[config.mk]
export PLATFORM = sky130hd
export DESIGN_NAME = global_ldst_r_buffer
export DESIGN_NICKNAME = d
export VERILOG_FILES = /design/src/rtl/global_ldst_r_buffer_pkg.sv /design/src/rtl/global_ldst_r_buffer_fifo.sv /design/src/rtl/global_ldst_r_buffer.sv
export SDC_FILE = /design/constraint.sdc
export NUM_CORES = 1
export LEC_CHECK = 0
export CORE_AREA = 2 2 262 264
export CTS_BUF_LIST = sky130_fd_sc_hd__clkbuf_2
export CTS_CLUSTER_DIAMETER = 40
export DETAILED_ROUTE_END_ITERATION = 8
export DIE_AREA = 0 0 264 266
export GPL_ROUTABILITY_DRIVEN = 1
export SYNTH_ARGS = -nofsm -noshare
export SYNTH_HDL_FRONTEND = slang
export SYNTH_SLANG_ARGS = --single-unit
[constraint.sdc]
create_clock -name clk_i -period 4.2 [get_ports clk_i]
set_input_delay 0.42 -clock clk_i [delete_from_list [all_inputs] [get_ports clk_i]]
set_output_delay 0.42 -clock clk_i [all_outputs]
set_load 0.1 [all_outputs]
[src/rtl/global_ldst_r_buffer_pkg.sv]
// System-side AXI typedefs shared by the global load-store R buffer and its
// surroundings, plus the R beat entry stored in the response FIFO.
package global_ldst_r_buffer_pkg;

  localparam int unsigned DefaultAxiDataWidth = 64;
  localparam int unsigned AxiAddrWidth        = 64;
  localparam int unsigned AxiIdWidth          = 5;
  localparam int unsigned AxiUserWidth        = 1;
  localparam int unsigned LenWidth            = 8;

  typedef logic [DefaultAxiDataWidth-1:0]   axi_data_t;
  typedef logic [DefaultAxiDataWidth/8-1:0] axi_strb_t;
  typedef logic [AxiAddrWidth-1:0]          axi_addr_t;
  typedef logic [AxiIdWidth-1:0]            axi_id_t;
  typedef logic [AxiUserWidth-1:0]          axi_user_t;
  typedef logic [LenWidth-1:0]              axi_len_t;

  typedef struct packed {
    axi_id_t   id;
    axi_addr_t addr;
    axi_len_t  len;
    logic [2:0] size;
    logic [1:0] burst;
    axi_user_t user;
  } axi_ax_chan_t;

  typedef struct packed {
    axi_data_t data;
    axi_strb_t strb;
    logic      last;
    axi_user_t user;
  } axi_w_chan_t;

  typedef struct packed {
    axi_id_t    id;
    logic [1:0] resp;
    axi_user_t  user;
  } axi_b_chan_t;

  typedef struct packed {
    axi_id_t    id;
    axi_data_t  data;
    logic [1:0] resp;
    logic       last;
    axi_user_t  user;
  } axi_r_chan_t;

  typedef struct packed {
    axi_ax_chan_t aw;
    logic         aw_valid;
    axi_w_chan_t  w;
    logic         w_valid;
    logic         b_ready;
    axi_ax_chan_t ar;
    logic         ar_valid;
    logic         r_ready;
  } sys_axi_req_t;

  typedef struct packed {
    logic        aw_ready;
    logic        ar_ready;
    logic        w_ready;
    logic        b_valid;
    axi_b_chan_t b;
    logic        r_valid;
    axi_r_chan_t r;
  } sys_axi_resp_t;

  // One buffered R beat; `last` is the crossbar's claim, kept only for checking.
  typedef struct packed {
    axi_data_t  data;
    axi_id_t    id;
    logic [1:0] resp;
    axi_user_t  user;
    logic       last;
  } r_entry_t;

endpackage

[src/rtl/global_ldst_r_buffer_fifo.sv]
// Registered-output FIFO (no fall-through); full/empty come straight from the
// occupancy register so they never depend on same-cycle push/pop.
module global_ldst_r_buffer_fifo #(
  parameter int unsigned Depth = 4,
  parameter type         dtype = logic
) (
  input  logic clk_i,
  input  logic rst_ni,
  input  logic push_i,
  input  dtype data_i,
  input  logic pop_i,
  output dtype data_o,
  output logic full_o,
  output logic empty_o
);

  localparam int unsigned PtrWidth = (Depth > 1) ? $clog2(Depth) : 1;
  localparam int unsigned CntWidth = $clog2(Depth) + 1;
  typedef logic [PtrWidth-1:0] ptr_t;

  dtype                mem_q [Depth];
  ptr_t                wr_ptr_q, rd_ptr_q;
  logic [CntWidth-1:0] cnt_q;
  logic                push_ok, pop_ok;

  function automatic ptr_t ptr_inc(input ptr_t p);
    return (p == ptr_t'(Depth - 1)) ? '0 : p + 1'b1;
  endfunction

  assign full_o  = (cnt_q == CntWidth'(Depth));
  assign empty_o = (cnt_q == '0);
  assign push_ok = push_i & ~full_o;
  assign pop_ok  = pop_i & ~empty_o;
  assign data_o  = mem_q[rd_ptr_q];

  always_ff @(posedge clk_i) begin
    if (push_ok) mem_q[wr_ptr_q] <= data_i;
  end

  always_ff @(posedge clk_i or negedge rst_ni) begin
    if (!rst_ni) begin
      wr_ptr_q <= '0;
      rd_ptr_q <= '0;
      cnt_q    <= '0;
    end else begin
      if (push_ok) wr_ptr_q <= ptr_inc(wr_ptr_q);
      if (pop_ok)  rd_ptr_q <= ptr_inc(rd_ptr_q);
      unique case ({push_ok, pop_ok})
        2'b10:   cnt_q <= cnt_q + 1'b1;
        2'b01:   cnt_q <= cnt_q - 1'b1;
        default: cnt_q <= cnt_q;
      endcase
    end
  end

endmodule

[src/rtl/global_ldst_r_buffer.sv]
// Read-response buffer between the global load-store unit and the system
// crossbar: caps in-flight AR bursts, registers R beats, regenerates r.last.
module global_ldst_r_buffer
  import global_ldst_r_buffer_pkg::*;
#(
  parameter int unsigned AxiDataWidth   = DefaultAxiDataWidth,
  parameter int unsigned Depth          = 4,
  parameter int unsigned MaxOutstanding = 4,
  parameter type         axi_req_t      = sys_axi_req_t,
  parameter type         axi_resp_t     = sys_axi_resp_t
) (
  input  logic                              clk_i,
  input  logic                              rst_i,
  input  axi_req_t                          slv_req_i,
  output axi_resp_t                         slv_resp_o,
  output axi_req_t                          mst_req_o,
  input  axi_resp_t                         mst_resp_i,
  output logic [$clog2(MaxOutstanding):0]   outstanding_o,
  output logic                              last_err_o
);

  localparam int unsigned OutW = $clog2(MaxOutstanding) + 1;

  logic [OutW-1:0] outstanding_q;
  axi_len_t        beat_cnt_q, len_q, len_head;
  logic            last_err_q;
  r_entry_t        r_in, r_head;
  logic            r_full, r_empty, r_push, r_pop;
  logic            len_full, len_empty;
  logic            gate_open, ar_hs, last_gen, burst_done;

  // The len FIFO tracks outstanding one-for-one, so its full flag only
  // restates the counter limit.
  assign gate_open  = (outstanding_q < OutW'(MaxOutstanding)) & ~len_full;
  assign ar_hs      = slv_req_i.ar_valid & mst_resp_i.ar_ready & gate_open;
  assign r_push     = mst_resp_i.r_valid & ~r_full;
  assign r_pop      = ~r_empty & slv_req_i.r_ready;
  // A beat with no recorded burst is framed as a single-beat burst.
  assign len_head   = len_empty ? '0 : len_q;
  assign last_gen   = (beat_cnt_q == len_head);
  assign burst_done = r_pop & last_gen & ~len_empty;

  always_comb begin
    r_in      = '0;
    r_in.data = mst_resp_i.r.data[AxiDataWidth-1:0];
    r_in.id   = mst_resp_i.r.id;
    r_in.resp = mst_resp_i.r.resp;
    r_in.user = mst_resp_i.r.user;
    r_in.last = mst_resp_i.r.last;
  end

  always_comb begin
    mst_req_o          = slv_req_i;
    mst_req_o.ar_valid = slv_req_i.ar_valid & gate_open;
    mst_req_o.r_ready  = ~r_full;

    slv_resp_o          = mst_resp_i;
    slv_resp_o.ar_ready = mst_resp_i.ar_ready & gate_open;
    slv_resp_o.r_valid  = ~r_empty;
    slv_resp_o.r.data   = r_head.data;
    slv_resp_o.r.id     = r_head.id;
    slv_resp_o.r.resp   = r_head.resp;
    slv_resp_o.r.user   = r_head.user;
    slv_resp_o.r.last   = last_gen;
  end

  global_ldst_r_buffer_fifo #(
    .Depth (Depth),
    .dtype (r_entry_t)
  ) i_r_fifo (
    .clk_i   (clk_i),
    .rst_ni  (~rst_i),
    .push_i  (r_push),
    .data_i  (r_in),
    .pop_i   (r_pop),
    .data_o  (r_head),
    .full_o  (r_full),
    .empty_o (r_empty)
  );

  global_ldst_r_buffer_fifo #(
    .Depth (MaxOutstanding),
    .dtype (axi_len_t)
  ) i_len_fifo (
    .clk_i   (clk_i),
    .rst_ni  (~rst_i),
    .push_i  (ar_hs),
    .data_i  (slv_req_i.ar.len),
    .pop_i   (burst_done),
    .data_o  (len_q),
    .full_o  (len_full),
    .empty_o (len_empty)
  );

  always_ff @(posedge clk_i or posedge rst_i) begin
    if (rst_i) begin
      outstanding_q <= '0;
      beat_cnt_q    <= '0;
      last_err_q    <= 1'b0;
    end else begin
      unique case ({ar_hs, burst_done})
        2'b10:   outstanding_q <= outstanding_q + 1'b1;
        2'b01:   outstanding_q <= outstanding_q - 1'b1;
        default: outstanding_q <= outstanding_q;
      endcase
      if (r_pop && !len_empty) beat_cnt_q <= last_gen ? '0 : beat_cnt_q + 1'b1;
      if (r_pop && (len_empty || (r_head.last != last_gen))) last_err_q <= 1'b1;
    end
  end

  assign outstanding_o = outstanding_q;
  assign last_err_o    = last_err_q;

endmodule

==> flow_metrics.tcl <==
set metrics [dict create \
    layout.nets 1304 \
    max-vdd-ir-drop_mv 0.5707 \
    hold_end "i_len_fifo.mem_q[2][3]" \
    worst-path-max-fanout 7 \
    crit_chain "buf_2 -> mux4_1 -> xnor2_1 -> nand4_1 -> a22oi_2 -> and2_2 -> buf_6" \
    grt-ovfl-total 0 \
    cts_buffers 89 \
    seqPwrFrac_pct 33.7 \
    num_rows 96 \
    min_period_ns 3.897 \
    drive_above_1_share_pct 28.05 \
    intPower_mw 7.480 \
    power.switching_mw 7.236 \
    synth_seq_area_share_pct 67.77 \
    place.gp.congestion 0.7652 \
    synth_cell_types 42 \
    clock_skew_ns 0.08471 \
    syn_area_per_cell_um2 17.65 \
    status "finished clean" \
    drt-vias-per-instance 4.160 \
    grt_max_degree 34 \
    grt_pass1_wl_mm 80.45 \
    cts_htree_levels 3 \
    cpPeakStageDelay_ns 0.62 \
    drv_slew 0 \
    swShare_pct 49.17 \
    period_share_pct 92.77 \
    critPathKind "register to primary output" \
    reg2reg_to "outstanding_o[2]" \
    drv_cap 0 \
    dieArea_mm2 0.07022 \
    crit_path_top_delay_cell "mux4_1" \
    fin_total_pwr_mw 14.72 \
    reg2reg_from "i_len_fifo.rd_ptr_q[0]" \
    drc_errors 0 \
    wl_per_cell_um 32.82 \
    grt_pass1_vias 8345 \
    reg2regPathDepth 13 \
    wirelength_mm 62.85 \
    synth_warnings 0 \
    pin_count 668 \
    area_delta_synth_final_pct 17.40 \
    portBuffers 175 \
    clkPwrFrac_pct 16.8 \
    dp.final_hpwl_mm 49.19 \
    power_density_mw_per_mm2 818.4 \
    hold_depth 1 \
    cts_tree "built" \
    worst_ep_required_time_ns 3.78 \
    die_x_um 264 \
    start_util_pct 22.61 \
    setup_viol 0 \
    clockBufferDepth 3 \
    worst_slew_pin_slew_ns 1.046 \
    clkSinkCount 350 \
    hp-class "primary input to register" \
    p_comb_share_pct 49.5 \
    r2r_slack_ns 0.82 \
    grt_usage_pct 17.45 \
    post-route-util_pct 26.54 \
    syn_nets 1218 \
    stdcell_count 1915 \
    cts-root-buf "clkbuf_2" \
    synth_seq_cells 350 \
    drt_iter0_markers 424 \
    ant_nets 0 \
    min-delay-start "slv_req_i[11]" \
    clock_latency_ns 1.11 \
    tns_ns 0 \
    syn_area_mm2 0.01532 \
    power_leakage_nw 6.091 \
    drt-pass1-iter-count 5 \
    slew_headroom_pct 30.52 \
    core_area_mm2 0.06775 \
    fmax_mhz 256.6 \
    antenna_found_initial 12 \
    crit_path_end_kind "primary output" \
    syn_inst 868 \
    finalHoldViolCount 0 \
    path_clk_slew_ns 0.09 \
    num_vias 7966 \
    dp_cells 1657 \
    die_y_um 266 \
    startpoint_type "register" \
    cp.arrival_ns 3.48 \
]
-- metal layers --
layer	share of wire [%]	GRT usage (%)	vias up
met5	0.86	5.059	-
met4	3.1	6.250	16
met3	27	22.01	132
met2	42	24.60	687
met1	27	13.93	3856
li1	-	-	3275
-- cell usage in the layout, fill, tap and decap left out, types with 7 or more instances in the layout --
master           Yosys  final
a22oi_1              7      7
buf_4              255     49
clkbuf_2             0    120
clkdlybuf4s50_1      0    123
clkinv_1             0     24
dfrtp_1             26     23
diode_2              0     10
dlygate4sd2_1        0     17
dlygate4sd3_1        0     82
edfxtp_1           324    324
ha_1                14     14
inv_1               17     17
mux4_2              79     79
nand2_1             18     18
nor2_1              11     11
o21ai_0             12     12
xnor2_1              7      7
-- registers in the layout, indices dropped and copies added (netlist names) --
| name | cells |
|---|---|
| beat_cnt_q | 8 |
| i_len_fifo.cnt_q | 3 |
| i_len_fifo.mem_q | 32 |
| i_len_fifo.rd_ptr_q | 2 |
| i_len_fifo.wr_ptr_q | 2 |
| i_r_fifo.cnt_q | 3 |
| i_r_fifo.mem_q | 292 |
| i_r_fifo.rd_ptr_q | 2 |
| i_r_fifo.wr_ptr_q | 2 |
| last_err_o | 1 |
| outstanding_o | 3 |
-- critical path: cells and delay by family, from the launching register on --
kind	cells	cell delay (ns)
muxes	1	0.62
AOI/OAI and AO/OA	1	0.25
and+or+nand+nor	2	0.41
DFF	1	0.50
xor gates and xnor gates	1	0.17
buffers and inverters	2	0.48
-- repair_timing --
item	4_1_cts	5_1_grt
pin swaps	0	2
buffers inserted	2	4
endpoints found under the setup margin	52	1
endpoints found under the hold margin	348	0
resized for setup	18	1
hold buffers	82	0
-- layout make-up --
class | instances | area (µm²)
Antenna cell | 10 | 25.02
Tap cell | 882 | 1104
Multi-Input combinational cell | 220 | 2867
Fill cell | 6940 | 49760
Inverter | 17 | 63.81
Clock buffer | 120 | 600.6
Clock inverter | 40 | 289.0
Sequential cell | 350 | 10390
Timing Repair Buffer | 276 | 2645
-- Yosys cell counts (all sizes together) --
cell     number  area (µm²)
and3          7       50.05
edfxtp      324        9729
xnor2         7       61.31
nand2b        1       6.260
a21o          5       37.54
a2111oi       1       8.760
inv          17       63.81
mux2i         2       20.02
ha           14       175.2
a31oi         1       6.260
nor3          6       30.03
mux2          3       41.29
nand2        18       67.56
buf         269        1982
nand3         4       20.02
nand3b        1       7.510
a22oi         9       77.57
or3           6       37.54
or2           2       12.51
and2          7       45.05
a21oi         3       15.01
xor2          6       52.55
fa            3       60.06
nor2         11       41.29
nor3b         1       7.510
mux4         81        1832
nor4b         4       41.29
dfrtp        26       650.6
clkbuf       12       45.04
a211oi        1       7.510
o21ai        12       60.06
nand4         4       25.02
-- power by group through the flow --
stage | clock network [mW] | logic (mW) | registers, mW
after global placement | 0 | 7.17 | 5.11
after detailed placement | 0 | 7.19 | 5.15
after CTS | 2.59 | 7.35 | 4.99
after floorplan | 0 | 6.55 | 4.98
after global routing | 2.77 | 7.58 | 5.04
final | 2.47 | 7.28 | 4.96
-- through the flow --
step	area, µm²	hold slack [ns]	worst slack [ns]
floorplan	15320	0.4555	0.6589
global placement	16200	0.4791	0.7780
detailed placement	16200	0.4846	0.7546
CTS	17930	0.01221	0.03204
global route	17970	0.03431	-0.03414
finish	17980	0.1851	0.3035
-- cells by family after synthesis --
family	Yosys count	synth area share [%]
flip-flops	350	67.77
AO/OA/AOI/OAI	32	1.389
buffers and inverters	298	13.65
XOR/XNOR	13	0.7433
AND/OR/NAND/NOR	72	2.557
adder cells (fa/ha/maj)	17	1.536
multiplexers	86	12.36
-- how the worst max path moves through the flow --
stage / startpoint / to / depth (start not counted)
2_1_floorplan: i_r_fifo.cnt_q[1] / i_r_fifo.mem_q[0][0] / 3
3_3_place_gp: i_len_fifo.rd_ptr_q[0] / outstanding_o[2] / 11
3_5_place_dp: i_len_fifo.rd_ptr_q[0] / outstanding_o[2] / 11
4_1_cts: i_len_fifo.rd_ptr_q[0] / slv_resp_o[1] / 6
5_1_grt: i_len_fifo.rd_ptr_q[0] / slv_resp_o[1] / 7
6_report: i_len_fifo.rd_ptr_q[0] / slv_resp_o[1] / 7
No activity file was read; power rests on OpenSTA's default activity.
